### config.mk
export PLATFORM = sky130hd
export DESIGN_NAME = qubit_state_classifier
export DESIGN_NICKNAME = d
export VERILOG_FILES = /design/src/rtl/qubit_state_classifier.sv
export SDC_FILE = /design/constraint.sdc
export NUM_CORES = 2
export LEC_CHECK = 0
export BUFFER_PORTS_ARGS = -buffer_cell sky130_fd_sc_hd__buf_2
export CORE_AREA = 2 2 512 514
export CTS_CLUSTER_SIZE = 25
export DETAILED_ROUTE_END_ITERATION = 8
export DIE_AREA = 0 0 514 516
export HOLD_SLACK_MARGIN = 0.03
export SYNTH_ARGS = -nofsm -noshare
export SYNTH_HDL_FRONTEND = slang
export SYNTH_SLANG_ARGS = --single-unit
### constraint.sdc
create_clock -name clk -period 18.1 [get_ports clk]
set_clock_uncertainty 0.05 [all_clocks]
set_input_delay 2.715 -clock clk [delete_from_list [all_inputs] [get_ports clk]]
set_output_delay 2.715 -clock clk [all_outputs]
set_load 0.03 [all_outputs]
### src/rtl/qubit_state_classifier.sv
// qubit_state_classifier: normalizes an accumulated I/Q pair and evaluates a
// 2-16-1 network (ReLU hidden layer, hard-sigmoid output) on one multiplier.
// Optional build macro NORM_SAT_EN: saturate the normalized samples instead of
// keeping the low OUT_W bits.
module qubit_state_classifier #(
    parameter int IN_W       = 32,
    parameter int OUT_W      = 18,
    parameter int IN         = 35,
    parameter int DS         = 17,
    parameter int NORM_SHIFT = 8
) (
    input  logic                    clk,
    input  logic                    rst,
    input  logic                    start_trigger,
    input  logic [2*IN_W-1:0]       accumulated_data,
    input  logic signed [IN_W-1:0]  normalizer_min [2],
    input  logic signed [OUT_W-1:0] weight_bias [65],
    output logic                    idle,
    output logic                    ready,
    output logic [OUT_W-1:0]        inference_prob,
    output logic                    inference_state,
    output logic                    done_trigger
);

    localparam int DW = IN_W + 1;     // offset-subtracted sample width
    localparam int PW = 2 * OUT_W;    // product width
    localparam int AW = IN + 8;       // accumulator with headroom for 17 terms

    localparam logic signed [AW-1:0] IN_MAX_A  = {{(AW-IN+1){1'b0}}, {(IN-1){1'b1}}};
    localparam logic signed [AW-1:0] IN_MIN_A  = ~IN_MAX_A;
    localparam logic signed [AW-1:0] OUT_MAX_A = {{(AW-OUT_W+1){1'b0}}, {(OUT_W-1){1'b1}}};
    localparam logic signed [AW-1:0] OUT_MIN_A = ~OUT_MAX_A;
    localparam logic signed [OUT_W+1:0] P_HALF = (OUT_W+2)'(2**(DS-1));
    localparam logic signed [OUT_W+1:0] P_ONE  = (OUT_W+2)'(2**DS);

    typedef enum logic [1:0] {S_IDLE, S_HID, S_OUT, S_FIN} state_t;

    function automatic logic signed [OUT_W-1:0] sat_out(input logic signed [AW-1:0] v);
        if (v > OUT_MAX_A) return OUT_MAX_A[OUT_W-1:0];
        if (v < OUT_MIN_A) return OUT_MIN_A[OUT_W-1:0];
        return v[OUT_W-1:0];
    endfunction

    function automatic logic signed [AW-1:0] sat_acc(input logic signed [AW-1:0] v);
        if (v > IN_MAX_A) return IN_MAX_A;
        if (v < IN_MIN_A) return IN_MIN_A;
        return v;
    endfunction

    // Accumulator -> activation: clamp to IN bits, drop DS fraction bits, clamp to OUT_W.
    function automatic logic signed [OUT_W-1:0] act(input logic signed [AW-1:0] v);
        logic signed [AW-1:0] s;
        s = sat_acc(v) >>> DS;
        return sat_out(s);
    endfunction

    function automatic logic signed [OUT_W-1:0] norm_reduce(input logic signed [DW-1:0] d);
        logic signed [DW-1:0] s;
        s = d >>> NORM_SHIFT;
`ifdef NORM_SAT_EN
        return sat_out({{(AW-DW){s[DW-1]}}, s});
`else
        return s[OUT_W-1:0];
`endif
    endfunction

    function automatic logic signed [AW-1:0] bias_term(input logic signed [OUT_W-1:0] b);
        logic signed [AW-1:0] e;
        e = {{(AW-OUT_W){b[OUT_W-1]}}, b};
        return e <<< DS;
    endfunction

    // Hard sigmoid: 0.5 + z/4, clamped to [0, 1.0].
    function automatic logic [OUT_W-1:0] prob_of(input logic signed [OUT_W-1:0] z);
        logic signed [OUT_W-1:0] zq;
        logic signed [OUT_W+1:0] p;
        zq = z >>> 2;
        p  = $signed({{2{zq[OUT_W-1]}}, zq}) + P_HALF;
        if (p < 0) return '0;
        if (p > P_ONE) return P_ONE[OUT_W-1:0];
        return p[OUT_W-1:0];
    endfunction

    // Control state
    state_t state_q, state_d;
    logic [4:0] cnt_q, cnt_d;
    logic vld_p0_q, vld_p0_d, vld_p1_q, vld_p1_d;
    logic done_q, done_d, st_q, st_d;
    logic [OUT_W-1:0] prob_q, prob_d;

    // Datapath state
    logic signed [DW-1:0]    d_i_p0_q, d_i_p0_d, d_q_p0_q, d_q_p0_d;
    logic signed [OUT_W-1:0] x_i_p1_q, x_i_p1_d, x_q_p1_q, x_q_p1_d;
    logic signed [AW-1:0]    acc_q, acc_d;
    logic signed [OUT_W-1:0] hidden_q [16];
    logic signed [OUT_W-1:0] hidden_d [16];

    logic                    accept;
    logic [6:0]              widx, bidx;
    logic signed [OUT_W-1:0] op_a, op_b;
    logic signed [PW-1:0]    prod;
    logic signed [AW-1:0]    prod_ext;
    logic signed [OUT_W-1:0] z_fin;

    assign idle   = (state_q == S_IDLE) && !vld_p0_q && !vld_p1_q;
    assign ready  = idle;
    assign accept = start_trigger && ready;

    assign d_i_p0_d = $signed({accumulated_data[IN_W-1], accumulated_data[IN_W-1:0]})
                    - $signed({normalizer_min[0][IN_W-1], normalizer_min[0]});
    assign d_q_p0_d = $signed({accumulated_data[2*IN_W-1], accumulated_data[2*IN_W-1:IN_W]})
                    - $signed({normalizer_min[1][IN_W-1], normalizer_min[1]});
    assign x_i_p1_d = norm_reduce(d_i_p0_q);
    assign x_q_p1_d = norm_reduce(d_q_p0_q);
    assign vld_p0_d = accept;
    assign vld_p1_d = vld_p0_q;

    // Shared multiplier operand selection: input x weight in HID, hidden x w2 in OUT.
    always_comb begin
        widx = {2'b00, cnt_q};
        bidx = 7'd32 + {3'b000, cnt_q[4:1]};
        op_a = cnt_q[0] ? x_q_p1_q : x_i_p1_q;
        if (state_q == S_OUT) begin
            widx = 7'd48 + {3'b000, cnt_q[3:0]};
            op_a = hidden_q[cnt_q[3:0]];
        end
        op_b = weight_bias[widx];
    end

    assign prod     = PW'(op_a) * PW'(op_b);
    assign prod_ext = {{(AW-PW){prod[PW-1]}}, prod};
    assign z_fin    = act(acc_q);

    // Accumulate products; finish a hidden neuron on every second HID cycle.
    always_comb begin
        logic signed [AW-1:0]    hsum;
        logic signed [OUT_W-1:0] hact;
        acc_d    = acc_q;
        hidden_d = hidden_q;
        hsum     = acc_q + prod_ext;
        hact     = act(hsum);
        case (state_q)
            S_HID: begin
                if (!cnt_q[0]) begin
                    acc_d = bias_term(weight_bias[bidx]) + prod_ext;
                end else begin
                    hidden_d[cnt_q[4:1]] = hact[OUT_W-1] ? '0 : hact;
                end
            end
            S_OUT: begin
                acc_d = ((cnt_q[3:0] == 4'd0) ? bias_term(weight_bias[64]) : acc_q) + prod_ext;
            end
            default: ;
        endcase
    end

    // FSM next state, step counter and output register updates.
    always_comb begin
        state_d = state_q;
        cnt_d   = cnt_q;
        done_d  = 1'b0;
        prob_d  = prob_q;
        st_d    = st_q;
        case (state_q)
            S_IDLE: begin
                if (vld_p1_q) begin
                    state_d = S_HID;
                    cnt_d   = '0;
                end
            end
            S_HID: begin
                cnt_d = cnt_q + 5'd1;
                if (cnt_q == 5'd31) begin
                    state_d = S_OUT;
                    cnt_d   = '0;
                end
            end
            S_OUT: begin
                cnt_d = cnt_q + 5'd1;
                if (cnt_q == 5'd15) begin
                    state_d = S_FIN;
                    cnt_d   = '0;
                end
            end
            S_FIN: begin
                state_d = S_IDLE;
                done_d  = 1'b1;
                prob_d  = prob_of(z_fin);
                st_d    = !z_fin[OUT_W-1];
            end
            default: state_d = S_IDLE;
        endcase
    end

    // Control and output registers, cleared by the asynchronous reset.
    always_ff @(posedge clk or negedge rst) begin
        if (!rst) begin
            state_q  <= S_IDLE;
            cnt_q    <= '0;
            vld_p0_q <= 1'b0;
            vld_p1_q <= 1'b0;
            done_q   <= 1'b0;
            prob_q   <= '0;
            st_q     <= 1'b0;
        end else begin
            state_q  <= state_d;
            cnt_q    <= cnt_d;
            vld_p0_q <= vld_p0_d;
            vld_p1_q <= vld_p1_d;
            done_q   <= done_d;
            prob_q   <= prob_d;
            st_q     <= st_d;
        end
    end

    // Datapath registers; qualified by the valid/FSM state, never reset.
    always_ff @(posedge clk) begin
        // p0: offset subtraction
        if (accept) begin
            d_i_p0_q <= d_i_p0_d;
            d_q_p0_q <= d_q_p0_d;
        end
        // p1: shift and width reduction, held for the whole inference
        if (vld_p0_q) begin
            x_i_p1_q <= x_i_p1_d;
            x_q_p1_q <= x_q_p1_d;
        end
        acc_q    <= acc_d;
        hidden_q <= hidden_d;
    end

    assign inference_prob  = prob_q;
    assign inference_state = st_q;
    assign done_trigger    = done_q;

endmodule

### Word level (Yosys, flattened, before mapping)

Index checks and enable logic that the tools add are counted.

* word-level logic and storage cells: 146
* register bits: 448
* input port bits: 1301

* muxes and demuxes: 65
* reduce and logical (&&, ||, !) cells: 15
* multipliers: 1
* magnitude comparators: 15
* bitwise gates (word level): 4
* equality and inequality tests: 9
* add/subtract/negate cells: 9

Operators by type and width (number)
* 43-bit two-way mux: 10
* 18-bit two-way mux: 21
* 288-bit bitwise mux: 1
* 18-bit binary-select mux with 7-bit select: 2
* 43-bit by 36-bit adder with 43-bit output: 2
* 43-bit by 35-bit greater-than comparator with 1-bit output, second input constant: 2
* 43-bit by 35-bit less-than comparator with 1-bit output, second input constant: 2
* 43-bit one-hot mux with 2 select lines: 1
* 18-bit binary-select mux with 4-bit select: 1
* 18-bit demux with 4-bit select: 1
* 26-bit by 18-bit greater-than comparator with 1-bit output, second input constant: 2
* 26-bit by 18-bit less-than comparator with 1-bit output, second input constant: 2
* 26-bit subtractor: 2
* 35-bit by 36-bit adder with 37-bit output: 1
* 18-bit by 18-bit multiplier with 36-bit output: 1
* 16-bit by 18-bit adder with 19-bit output, second input constant: 1
* 19-bit greater-than comparator, second input constant: 1
* 19-bit by 1-bit less-than comparator with 1-bit output, second input constant: 1
* 1-bit two-way mux: 18
* 17-bit two-way mux: 1
* 8-bit greater-or-equal comparator, second input constant: 2
* 7-bit NOT with 8-bit output: 2
* 5-bit two-way mux: 3
* 5-bit one-hot mux with 3 select lines: 1
* other kinds (22): 37

### Logic depth before layout (Yosys ltp)

* depth in word-level cells: 20
* mapped depth: 52
* depth with buffers taken out: 47

### Least setup slack after synthesis

OpenSTA, ideal clock, no wires.

* path type: input to register
* start point: input port weight_bias[885] (netlist name)
* end point: register hidden_q[113] (netlist name) (data pin)
* slack: 4.034 ns
* data arrival time: 13.686 ns
* buffers on the path: 2
* cell stages on the path: 45
* data required time: 17.720 ns
* cell sequence: mux4_2 -> mux4_2 -> mux2i_1 -> nor2_1 -> a21oi_1 -> clkbuf_1 -> nor2_1 -> fa_1 -> inv_1 -> fa_1 -> fa_1 -> fa_1 -> inv_1 -> fa_1 -> inv_1 -> fa_1 -> inv_1 -> ha_1 -> [... 9 more ...] -> xnor2_1 -> ha_1 -> a211oi_1 -> o211ai_1 -> a41o_1 -> and3_1 -> o31ai_1 -> a31oi_1 -> a31oi_1 -> o21ai_1 -> xnor2_1 -> xnor2_2 -> or3_1 -> ha_1 -> nor2_1 -> nand2_1 -> clkbuf_1 -> o21ai_0

* longest elaborated chain between the ends: 17

Ends and longest elaborated chain
* from (decl): line 17 `input logic signed [OUT_W-1:0] weight_bias [65],`
* 18-bit binary-select mux with 7-bit select *: line 127 `op_b = weight_bias[widx];`
* 18-bit two-way mux (not written as such) * (2 in a row): line 127
* 18-bit by 18-bit multiplier with 36-bit output *: line 130 `assign prod = PW'(op_a) * PW'(op_b);`
* 43-bit by 36-bit adder with 43-bit output *: line 140 `hsum = acc_q + prod_ext;`
* 43-bit by 35-bit less-than comparator with 1-bit output: line 46 `if (v < IN_MIN_A) return IN_MIN_A;`
* 1-bit two-way mux (2 in a row): line 46
* 43-bit two-way mux: line 47 `return v;`
* 43-bit two-way mux *: line 46
* 26-bit by 18-bit less-than comparator with 1-bit output: line 40 `if (v < OUT_MIN_A) return OUT_MIN_A[OUT_W-1:0];`
* 1-bit two-way mux (2 in a row): line 40
* 18-bit two-way mux: line 41 `return v[OUT_W-1:0];`
* 18-bit two-way mux *: line 40
* 17-bit two-way mux *: line 147 `hidden_d[cnt_q[4:1]] = hact[OUT_W-1] ? '0 : hact;`
* 288-bit bitwise mux *: line 147
* to (signal assigned): line 229 `hidden_q <= hidden_d;`
* to (decl): line 95 `logic signed [OUT_W-1:0] hidden_q [16];`

Mark *: on every way between the ends. The rest lies on a longest branch, timed or not. The select of a mux whose other input is x is not followed.
A chain may end at the register's enable or synchronous reset.

### Worst setup path in the final report

* start point: input port weight_bias[1022] (netlist name)
* end point: register hidden_q[123] (netlist name) (data pin)

Same word-level chain as after synthesis.

==> reports/summary.txt <==
Final ANT Viol Nets - 0
Fmax achieved - 62.5 MHz
status - finished clean
RSZ-0062 raised after global routing - no
CTS tree - yes
uppermost layer routed - met5
CP startpoint kind - input pin
total track usage - 0.209
share of layout cells above drive strength 1 - 0.405
synthesized area - 43800 µm²
Core Region - 259000 µm²
violation count after the first detailed-route iteration - 3524
slew margin rel. - 0.127
worst-path maximum fanout - 16
vias in the first global route - 38084
Fillers - 28022
gp weighted congestion - 1.02
Min Clock Period, post-route - 16.00 ns
nets@finish - 6799
most common cell after layout, fill and taps aside - buf_2
DRT Pass-1 Iters - 5
Fin. Hold Viols - 0
synthesized net count - 5551
top cell type's share of synthesized area - 0.265
DPL Wire Length - 254 mm
Reg clk slew, reported paths - 0.06 ns
Ys Warns - 0
wire per inst - 33.0 µm
Required @ worst endpoint - 18.37 ns
largest net degree at the start of global routing - 91
slowest CP cell - mux2i_1
drt total wl - 286 mm
root buf cell - clkbuf_16
final worst path period share - 0.884
number of synthesized register bits - 414
die area - 265000 µm²
total negative setup slack - 0 ns
CTS buffer count - 42
leading area contributor after synthesis - edfxtp_1
metal1 wirelength - 116 mm
cts hold-fix bufs - 0
Rows - 187
CP endpoint kind - register
Max Transition Viols Final - 0
CP peak stage delay - 0.93 ns
Starting Density - 0.169
Main synth FF type - edfxtp_1
CP Class - input pin to register
chip height - 516 µm
WP data arrival - 16.27 ns
buffers added on ports - 1297
post-synthesis cell type count - 93
Area growth syn-to-layout - 30.2%
initial antenna violation count - 195
CTS Sinks - 414
mean area per synthesized cell - 12.0 µm²
max cap viols - 0
DRC errors left - 0
critical path's most frequent cell - fa_1
met2 routed WL - 127 mm
H-tree levels - 2
vias per inst - 4.41
asr flop ratio synth - 0.0652
Die Wd - 514 µm
sequential share of the synthesized area - 0.281
I/O pins - 1323
most frequent cells in the layout - buf_2, inv_1, mux4_2
Worst Tran Pin Value - 1.31 ns
post-CTS setup buffer count - 0
Area contributors post-synth - edfxtp_1, mux4_2, fa_1, ha_1, inv_1
routed via count - 38228
hold crit path type - register to register
GRT Residual Overflow - 0
Max Root-Sink Buffers - 3
post-synthesis instance total - 3658
global-route wire length before repair - 363 mm
CTS resizes - 0
Post-synth EDFFs - 387
Final setup viols - 0
Clock Latency Late Sink - 0.63 ns
met3 WL - 25.7 mm
cell families after synthesis:
logic type | share of synthesized area
simple gates | 0.0868
buf+inv | 0.0578
fa+ha+maj | 0.226
compound gates | 0.0805
mux | 0.240
flops | 0.281
xor+xnor | 0.0283
other cells | 0.0000856
per-stage QoR:
| stage | area (µm²) | utilization | setup WS [ns] | hold WS [ns] | cells |
|---|---|---|---|---|---|
| floorplan | 43800 | - | 4.03 | 0.350 | 3658 |
| global placement | 54700 | 0.211 | 1.91 | 0.353 | 8264 |
| detailed placement | 54700 | 0.211 | 1.75 | 0.355 | 8264 |
| CTS | 56200 | 0.217 | 2.28 | 0.367 | 8341 |
| global route | 56700 | 0.219 | 1.54 | 0.376 | 8541 |
| finish | 57100 | 0.220 | 2.10 | 0.365 | 8670 |
final cells by class:
type                       count  area [µm²]  area share
multi-input combinational   2587       29100       0.511
sequential                   414       12300       0.216
timing repair buffer        1384        7240       0.127
tap                         3402        4260      0.0746
inverter                     477        1800      0.0315
clock buffer                  45        1060      0.0186
antenna                      329         823      0.0144
clock inverter                32         424     0.00743
path summary, 6_finish.rpt:
path / endpoint / startpoint / depth (start not counted) / slack (ns)
min in group asynchronous: done_trigger / rst / 1 / 2.09
hold / removal: x_i_p1_q[11] / d_i_p0_q[19] / 0 / 0.37
max in group asynchronous: cnt_q[3] / rst / 1 / 15.35
setup / recovery: hidden_q[123] / weight_bias[1022] / 43 / 2.10
hold reg to reg: x_i_p1_q[11] / d_i_p0_q[19] / 0 / 0.37
setup reg to reg: hidden_q[123] / cnt_q[1] / 45 / 2.99
Yosys cell counts, types with 32 or more instances:
cell type  instances
nand2_1          292
a21oi_1          146
nor2b_1           52
nand2b_1          45
mux2i_1           36
edfxtp_1         387
and2_1            37
a21o_1            66
fa_1             332
nor2_1           261
inv_1            477
xnor2_1           93
buf_2             32
xor2_1            45
ha_1             260
o21ai_0          112
o21a_1            37
mux4_2           445
clkbuf_1         114
sequential cells by signal, indices dropped and copies added (netlist names):
register,flops
state_q,2
d_q_p0_q,18
x_q_p1_q,18
inference_prob,17
x_i_p1_q,18
cnt_q,5
done_trigger,1
acc_q,43
vld_p0_q,1
vld_p1_q,1
d_i_p0_q,18
hidden_q,272
per-layer routing:
layer,global-route usage,vias to the layer above
li1,-,16186
met1,0.260,19574
met4,0.106,68
met5,0.00955,-
met3,0.0672,407
met2,0.322,1993
worst max-delay path: cells and delay by family:
family	cells	cell delay, ns
mux	4	2.37
buf+inv	6	0.88
xor+xnor	2	0.34
compound gates	12	4.18
simple gates	10	2.14
fa+ha+maj	9	3.52
Power is not shown: default switching activity piles up to over one toggle a cycle in this logic, so the estimate is an artifact.
